`config.mk`:
```
export PLATFORM = sky130hd
export DESIGN_NAME = pulse_train_generator
export DESIGN_NICKNAME = d
export VERILOG_FILES = /design/src/rtl/pulse_train_generator.sv
export SDC_FILE = /design/constraint.sdc
export NUM_CORES = 1
export LEC_CHECK = 0
export CAP_MARGIN = 40
export CORE_UTILIZATION = 30
export DETAILED_ROUTE_END_ITERATION = 7
export GPL_ROUTABILITY_DRIVEN = 0
export GPL_TIMING_DRIVEN = 0
export PLACE_DENSITY_LB_ADDON = 0.1
export SYNTH_ARGS = -nofsm -noshare
export SYNTH_HDL_FRONTEND = slang
export SYNTH_SLANG_ARGS = --single-unit
```
`constraint.sdc`:
```
create_clock -name clk -period 4.2 [get_ports clk]
set_input_delay 1.26 -clock clk [delete_from_list [all_inputs] [get_ports clk]]
set_output_delay 1.26 -clock clk [all_outputs]
set_load 0.05 [all_outputs]
```
`src/rtl/pulse_train_generator.sv`:
```
// Programmable burst of rectangular pulses on an AXI-Stream master.
// The stream carries the baseline continuously; pulses and gaps are timed in accepted beats.
module pulse_train_generator #(
    parameter int                          AXIS_TDATA_WIDTH = 32,
    parameter int                          ADC_WIDTH        = 14,
    parameter int                          COUNT_WIDTH      = 32,
    parameter int                          TIMER_WIDTH      = 24,
    parameter logic signed [ADC_WIDTH-1:0] HIGH_LEVEL       = 14'sd8000,
    parameter logic signed [ADC_WIDTH-1:0] LOW_LEVEL        = 14'sd0
) (
    input  logic                        clk,
    input  logic                        rst,
    input  logic                        start,
    input  logic                        abort,
    input  logic [COUNT_WIDTH-1:0]      n_pulses,
    input  logic [TIMER_WIDTH-1:0]      high_cycles,
    input  logic [TIMER_WIDTH-1:0]      low_cycles,
    output logic [AXIS_TDATA_WIDTH-1:0] M_AXIS_OUT_tdata,
    output logic                        M_AXIS_OUT_tvalid,
    input  logic                        M_AXIS_OUT_tready,
    output logic                        busy,
    output logic                        done,
    output logic [COUNT_WIDTH-1:0]      pulses_sent
);

    typedef enum logic [1:0] {
        S_IDLE,
        S_HIGH,
        S_LOW,
        S_DONE
    } state_t;

    typedef struct packed {
        logic [COUNT_WIDTH-1:0] n;
        logic [TIMER_WIDTH-1:0] high;
        logic [TIMER_WIDTH-1:0] low;
    } cfg_t;

    state_t                       state_q, state_d;
    cfg_t                         cfg_q, cfg_d;
    logic [TIMER_WIDTH-1:0]       timer_q, timer_d;
    logic [COUNT_WIDTH-1:0]       pulses_q, pulses_d;
    logic signed [ADC_WIDTH-1:0]  sample_q, sample_d;
    logic                         tvalid_q;

    logic                         beat;
    logic [TIMER_WIDTH-1:0]       low_eff;

    assign beat = tvalid_q & M_AXIS_OUT_tready;

    // A zero low duration still gets one baseline beat so every pulse has a falling edge.
    assign low_eff = (cfg_q.low == '0) ? TIMER_WIDTH'(1) : cfg_q.low;

    always_comb begin
        state_d  = state_q;
        cfg_d    = cfg_q;
        timer_d  = timer_q;
        pulses_d = pulses_q;
        sample_d = sample_q;

        unique case (state_q)
            S_IDLE: begin
                sample_d = LOW_LEVEL;
                if (start) begin
                    cfg_d.n    = n_pulses;
                    cfg_d.high = high_cycles;
                    cfg_d.low  = low_cycles;
                    pulses_d   = '0;
                    if (n_pulses == '0 || high_cycles == '0) begin
                        state_d = S_DONE;
                    end else begin
                        state_d  = S_HIGH;
                        sample_d = HIGH_LEVEL;
                        timer_d  = high_cycles;
                    end
                end
            end

            S_HIGH: begin
                if (abort) begin
                    state_d  = S_IDLE;
                    sample_d = LOW_LEVEL;
                end else if (beat) begin
                    if (timer_q == TIMER_WIDTH'(1)) begin
                        pulses_d = pulses_q + COUNT_WIDTH'(1);
                        state_d  = S_LOW;
                        sample_d = LOW_LEVEL;
                        timer_d  = low_eff;
                    end else begin
                        timer_d = timer_q - TIMER_WIDTH'(1);
                    end
                end
            end

            S_LOW: begin
                if (abort) begin
                    state_d  = S_IDLE;
                    sample_d = LOW_LEVEL;
                end else if (beat) begin
                    if (timer_q == TIMER_WIDTH'(1)) begin
                        if (pulses_q == cfg_q.n) begin
                            state_d  = S_DONE;
                            sample_d = LOW_LEVEL;
                        end else begin
                            state_d  = S_HIGH;
                            sample_d = HIGH_LEVEL;
                            timer_d  = cfg_q.high;
                        end
                    end else begin
                        timer_d = timer_q - TIMER_WIDTH'(1);
                    end
                end
            end

            S_DONE: begin
                state_d  = S_IDLE;
                sample_d = LOW_LEVEL;
            end

            default: begin
                state_d  = S_IDLE;
                sample_d = LOW_LEVEL;
            end
        endcase
    end

    always_ff @(posedge clk or negedge rst) begin
        if (!rst) begin
            state_q  <= S_IDLE;
            cfg_q    <= '0;
            timer_q  <= '0;
            pulses_q <= '0;
            sample_q <= LOW_LEVEL;
            tvalid_q <= 1'b0;
        end else begin
            state_q  <= state_d;
            cfg_q    <= cfg_d;
            timer_q  <= timer_d;
            pulses_q <= pulses_d;
            sample_q <= sample_d;
            tvalid_q <= 1'b1;
        end
    end

    assign M_AXIS_OUT_tdata  = {{(AXIS_TDATA_WIDTH-ADC_WIDTH){sample_q[ADC_WIDTH-1]}}, sample_q};
    assign M_AXIS_OUT_tvalid = tvalid_q;
    assign busy              = (state_q == S_HIGH) || (state_q == S_LOW);
    assign done              = (state_q == S_DONE);
    assign pulses_sent       = pulses_q;

endmodule

```
==> flow_metrics.py, run 1 <==
metrics = {
    "layout": {
        "area_growth_pct": 30.5,
        "mostFrequentLayoutCell": "dfrtp_1",
        "drive_gt1_share_pct": 19.2,
        "antennaDiodeCount": 0,
        "layout_common_cells": "dfrtp_1, clkdlybuf4s50_1, mux2_2, nor2_1, xor2_1",
        "nNetsFinal": 1015,
    },
    "critical_path": {
        "r2r_start": "timer_q[5]$_DFFE_PN0P_",
        "path_cells": "clkdlybuf4s50_1 -> and3b_1 -> nand4_1 -> o31a_1 -> or4_1 -> clkbuf_1 -> or3_1 -> a21oi_1",
        "critical_path.max_stage_delay_ns": 0.61,
        "worst_setup_path_end_kind": "flip-flop",
        "cp.required_ns": 4.56,
        "cp.arrival_ns": 4.04,
        "worstSetupPathType": "in2reg",
        "cpLargestDelayFamily": "simple AND/OR/NAND/NOR gates",
        "cp-start-kind": "primary input",
        "worst-path-buf-inv": 2,
        "r2r_cells": 9,
        "reg2reg_to": "timer_q[16]$_DFFE_PN0P_",
        "critPathMaxFanout": 10,
        "r2r_slack_ns": 0.57,
        "cp_slowest_cell": "or4_1",
    },
    "sta": {
        "rsz0062_at_grt": "false",
        "max_freq_mhz": 272,
        "setup_viol": 0,
        "slew_viol_final": 0,
        "finalWorstSetupSlack_ns": 0.518,
        "skew_ns": 0.0124,
        "slew_headroom_pct": 40.6,
        "worstMarginPinSlew_ns": 0.884,
        "fin_crit_ns": 3.68,
        "min_period_over_period_pct": 87.7,
        "hold_viol": 0,
    },
    "grt": {
        "gr-total-overflow": 0,
        "grt_max_degree": 76,
        "first_global_vias": 6412,
        "grt_first_pass_wirelength_um": 39800,
        "antenna_found_initial": 0,
        "grt_usage_pct": 20.1,
    },
    "synthesis": {
        "synth.top_cell.area_share_pct": 44.3,
        "synth_edf_count": 0,
        "yosys.area_share.xor_xnor_pct": 7.41,
        "synth_seq_cells": 140,
        "synth_compound_area_share_pct": 12.0,
        "yosys.area.top_type": "dfrtp_1",
        "synth_flop_cell": "dfrtp_1",
        "synth_fa_ha_area_share_pct": 1.42,
        "async_flop_share_pct": 100,
        "synthMuxAreaShare_pct": 14.7,
        "ys_types": 64,
        "synth-simple-area-share_pct": 14.2,
        "seq_area_frac_synth_pct": 44.3,
        "synth_top_family_by_area": "multiplexers",
        "synth_cells": 749,
        "ys_warn_count": 0,
        "synth_area_um2": 7920,
        "synth_area_per_cell_um2": 10.6,
        "synth_area_leaders": "dfrtp_1, mux2_2, xor2_1",
    },
    "hold_path": {
        "min_path_type": "reg2reg",
        "hold-path-endpoint": "cfg_q[46]$_DFFE_PN0P_",
        "min_from": "cfg_q[46]$_DFFE_PN0P_",
        "worstHoldPathCells": 1,
    },
    "power": {
        "total_leakage_power_nw": 4.17,
        "powerDensity_nw_per_um2": 697,
        "power.total_w": 0.00720,
        "vdd_drop_max_uv": 344,
    },
    "floorplanning": {
        "die-height_um": 164,
        "ios": 152,
        "placementRows": 59,
        "die_area_um2": 27000,
        "die_w_um": 164,
        "core_um2": 26000,
        "start_util_pct": 30.5,
    },
    "clock_tree": {
        "root_buffer": "clkbuf_16",
        "clock_latency_ns": 0.44,
        "cts_buffers": 17,
        "cts.repair.resized": 0,
        "cts_max_level": 4,
        "post_cts_buffers": 0,
        "ctsLongestPathBuffers": 2,
        "cts_tree": "built",
        "cts.clk_slew.worst_paths_ns": 0.07,
        "postCtsHoldBufs": 0,
        "cts.sinks": 140,
    },
    "detailed_routing": {
        "drt-pass1-iter-count": 5,
        "antenna_left": 0,
        "drc": 0,
        "detail_route.wl_per_cell_um": 20.8,
        "vias_per_cell": 5.19,
        "vias": 6586,
        "routed_wl_um": 26400,
        "drt_iter0_markers": 472,
    },
    "placement": {
        "hpwl_um": 19800,
        "place_ws_ns": 0.0348,
        "port_buffers": 125,
    },
    "status": {
        "outcome": "finished clean",
    },
    "job": {
        "max_cap_viol_count": 0,
    },
}
-- how the worst max path moves through the flow --
stage	from	to	slack [ns]	cells past startpoint
after floorplan	abort	pulses_sent[21]$_DFFE_PN0P_	1.06	7
after global placement	rst	cfg_q[8]$_DFFE_PN0P_	-4.45	1
after detailed placement	high_cycles[1]	timer_q[16]$_DFFE_PN0P_	0.03	9
after CTS	high_cycles[1]	timer_q[16]$_DFFE_PN0P_	0.48	9
after global routing	abort	pulses_sent[25]$_DFFE_PN0P_	0.39	8
final	abort	pulses_sent[23]$_DFFE_PN0P_	0.52	8
-- metal layers --
metal  track usage, %  vias up  part of all wire, %  wire (µm)
met5                0        -                    0          0
met4             5.25        0                  1.1        280
met3             4.75       24                  7.0       1830
met2             29.4      256                   44      11500
met1             29.4     3242                   48      12800
li1                 -     3064                    -          -
-- cell type report --
| class | count | area, µm² |
|---|---|---|
| plain buffers | 72 | 425 |
| clock buffers | 17 | 425 |
| clock inverters | 14 | 184 |
| fillers | 2633 | 15700 |
| inverters | 12 | 45.0 |
| multi-input cells | 550 | 4040 |
| flip-flops and latches | 140 | 3500 |
| well taps | 335 | 419 |
| repair buffers | 128 | 1290 |
-- power by group --
group	leakage (nW)	switching, W	total [W]	internal, W
sequential	1.73	0.000480	0.00237	0.00189
clock	0.297	0.000664	0.00161	0.000946
combinational	2.14	0.00176	0.00322	0.00146
total	4.17	0.00290	0.00720	0.00430
-- cells in the mapped netlist (3+ instances only) --
| library cell | number |
|---|---|
| o41ai_1 | 3 |
| and2_1 | 3 |
| o31a_1 | 7 |
| o21ai_0 | 36 |
| o22ai_1 | 6 |
| clkbuf_1 | 36 |
| mux2_4 | 11 |
| nand3_1 | 12 |
| nor4_1 | 37 |
| nor3_1 | 16 |
| xnor2_1 | 27 |
| xor2_1 | 40 |
| or2_2 | 3 |
| nand2_1 | 25 |
| and4_1 | 4 |
| dfrtp_1 | 140 |
| nor2_1 | 44 |
| a211oi_1 | 3 |
| a221oi_1 | 4 |
| nand2b_1 | 4 |
| o2bb2ai_1 | 8 |
| a31oi_1 | 13 |
| o31ai_1 | 17 |
| a21oi_1 | 25 |
| buf_4 | 31 |
| ha_1 | 9 |
| nor4b_1 | 6 |
| mux2_2 | 87 |
| nand4_1 | 19 |
| or3_1 | 15 |
| buf_6 | 3 |
| inv_1 | 11 |
-- through the flow --
stage	hold slack (ns)	cells	TNS, ns	instance area, µm²	util [%]
CTS	0.502	1268	0	10300	39.7
finish	0.501	1268	0	10300	39.7
floorplan	0.473	774	0	8010	-
global route	0.527	1268	0	10300	39.7
detailed placement	0.488	1237	0	9720	37.4
global placement	0.480	1234	-631.04	9680	37.2
-- cells by family after synthesis --
family,Yosys count
AO/OA/AOI/OAI,144
XOR/XNOR,67
adder cells (fa/ha/maj),9
buffers and inverters,84
flip-flops,140
multiplexers,100
other,2
AND/OR/NAND/NOR,203
-- flip-flops by register name, summed over array words and instances (netlist names) --
| register | count |
|---|---|
| cfg_q | 80 |
| timer_q | 24 |
| sample_q | 1 |
| pulses_sent | 32 |
| M_AXIS_OUT_tvalid | 1 |
| state_q | 2 |
Note: power is estimated with default switching activity, not from simulation.
==> run 2: changes to the inputs <==
SLEW_MARGIN = 20   (was unset)
==> flow_metrics.py, run 2 (synthesis results as in run 1) <==
metrics = {
    "status": {
        "outcome": "finished clean",
    },
    "detailed_routing": {
        "wirelength_met1_um": 13100,
        "top_layer": "met4",
        "drt-pass1-iter-count": 5,
        "drc": 0,
        "vias_per_cell": 5.15,
        "wl_met3_um": 1590,
        "detail_route.wl_per_cell_um": 20.9,
        "antenna_left": 0,
        "routed_wl_um": 26500,
        "drt_iter0_markers": 563,
        "vias": 6531,
        "met2WireLength_um": 11400,
    },
    "layout": {
        "nNetsFinal": 1015,
        "layout_common_cells": "dfrtp_1, clkdlybuf4s50_1, mux2_2, nor2_1, xor2_1",
        "antennaDiodeCount": 0,
        "largest_reg_flops": 80,
        "multi_input_area_um2": 4050,
        "area_growth_pct": 30.7,
        "drive_gt1_share_pct": 19.4,
        "fillCellCount": 2623,
        "mostFrequentLayoutCell": "dfrtp_1",
        "seq_area_um2": 3500,
        "utilization_pct": 39.8,
        "top_register": "cfg_q",
    },
    "sta": {
        "worstMarginPinSlew_ns": 0.890,
        "hold_viol": 0,
        "hold_slack_ns": 0.503,
        "slew_headroom_pct": 40.3,
        "rsz0062_at_grt": "false",
        "fin_crit_ns": 3.78,
        "slew_viol_final": 0,
        "skew_ns": 0.0135,
        "min_period_over_period_pct": 90.1,
        "setup_viol": 0,
        "max_freq_mhz": 264,
    },
    "critical_path": {
        "cp.required_ns": 4.51,
        "critPathMaxFanout": 10,
        "cp.arrival_ns": 4.09,
        "worst_setup_path_end_kind": "flip-flop",
        "worstSetupPathType": "in2reg",
        "cp-start-kind": "primary input",
    },
    "floorplanning": {
        "die-height_um": 164,
        "die_w_um": 164,
        "core_um2": 26000,
        "placementRows": 59,
        "ios": 152,
        "start_util_pct": 30.5,
        "die_area_um2": 27000,
    },
    "clock_tree": {
        "cts_max_level": 4,
        "cts.clk_slew.worst_paths_ns": 0.06,
        "cts.sinks": 140,
        "ctsLongestPathBuffers": 2,
        "cts_buffers": 17,
        "postCtsHoldBufs": 0,
        "cts.repair.resized": 0,
        "cts_tree": "built",
        "post_cts_buffers": 0,
        "clock_latency_ns": 0.43,
        "root_buffer": "clkbuf_16",
    },
    "power": {
        "powerDensity_nw_per_um2": 698,
        "total_leakage_power_nw": 4.18,
        "vdd_drop_max_uv": 440,
        "power.total_w": 0.00722,
    },
    "placement": {
        "hpwl_um": 19700,
        "port_buffers": 125,
    },
    "grt": {
        "grt_max_degree": 76,
        "grt_first_pass_wirelength_um": 39900,
        "gr-total-overflow": 0,
        "grt_usage_pct": 20.1,
        "antenna_found_initial": 0,
        "first_global_vias": 6323,
    },
    "hold_path": {
        "min_path_type": "reg2reg",
    },
    "job": {
        "max_cap_viol_count": 0,
    },
}
## run 2: cell count changes in the layout (fill, tap and decap cells not counted), sizes merged
cell	previous run	this run
clkinv	5	4
inv	17	18
## run 2: path summary, 6_finish.rpt
kind | from | end | slack (ns) | depth (start not counted)
worst max-delay path | high_cycles[12] | timer_q[20]$_DFFE_PN0P_ | 0.42 | 9
max in group asynchronous | rst | cfg_q[22]$_DFFE_PN0P_ | 2.64 | 2
worst min-delay path | cfg_q[46]$_DFFE_PN0P_ | cfg_q[46]$_DFFE_PN0P_ | 0.50 | 1
min in group asynchronous | rst | cfg_q[79]$_DFFE_PN0P_ | 0.78 | 1
worst min register to register | cfg_q[46]$_DFFE_PN0P_ | cfg_q[46]$_DFFE_PN0P_ | 0.50 | 1
worst max register to register | timer_q[3]$_DFFE_PN0P_ | timer_q[16]$_DFFE_PN0P_ | 0.56 | 9
## run 2: stage by stage
step / instance area, µm² / setup slack (ns) / instances / TNS, ns
detailed placement: 9720 / -0.0594 / 1235 / -0.583
floorplan: 8010 / 1.06 / 774 / 0
global placement: 9680 / -4.45 / 1234 / -631.04
finish: 10300 / 0.417 / 1268 / 0
CTS: 10300 / 0.382 / 1266 / 0
global route: 10300 / 0.347 / 1268 / 0
## run 2: cell type report
type / instances / share of cell area [%]
Clock buffer: 17 / 4.11
Sequential cell: 140 / 33.9
Tap cell: 335 / 4.05
Timing Repair Buffer: 128 / 12.6
Inverter: 12 / 0.435
Multi-Input combinational cell: 550 / 39.1
Buffer: 72 / 4.11
Clock inverter: 14 / 1.78
## run 2: worst max-delay path, stage by stage
cell and delay (ns):
clkdlybuf4s50_1 0.69, nor4_1 0.12, nand4_1 0.20, o221ai_1 0.22
a211oi_2 0.74, and2_1 0.24, buf_6 0.14, buf_6 0.17
mux2_4 0.31
## run 2: per-layer routing
layer	global-route usage, %	up-vias
li1	-	3065
met4	5.34	0
met1	29.3	3230
met3	5.02	24
met2	29.4	212
met5	0	-
## run 2: report_power, final
group	internal [W]	leakage [nW]	switching, W
logic	0.00147	2.15	0.00178
registers	0.00189	1.73	0.000480
clock network	0.000947	0.297	0.000657
total	0.00430	4.18	0.00292
==> run 3: changes to the inputs <==
SLEW_MARGIN = unset   (was 20)
==> results of run 3 <==
The final DEF is identical to that of run 1; final timing and power are the same.
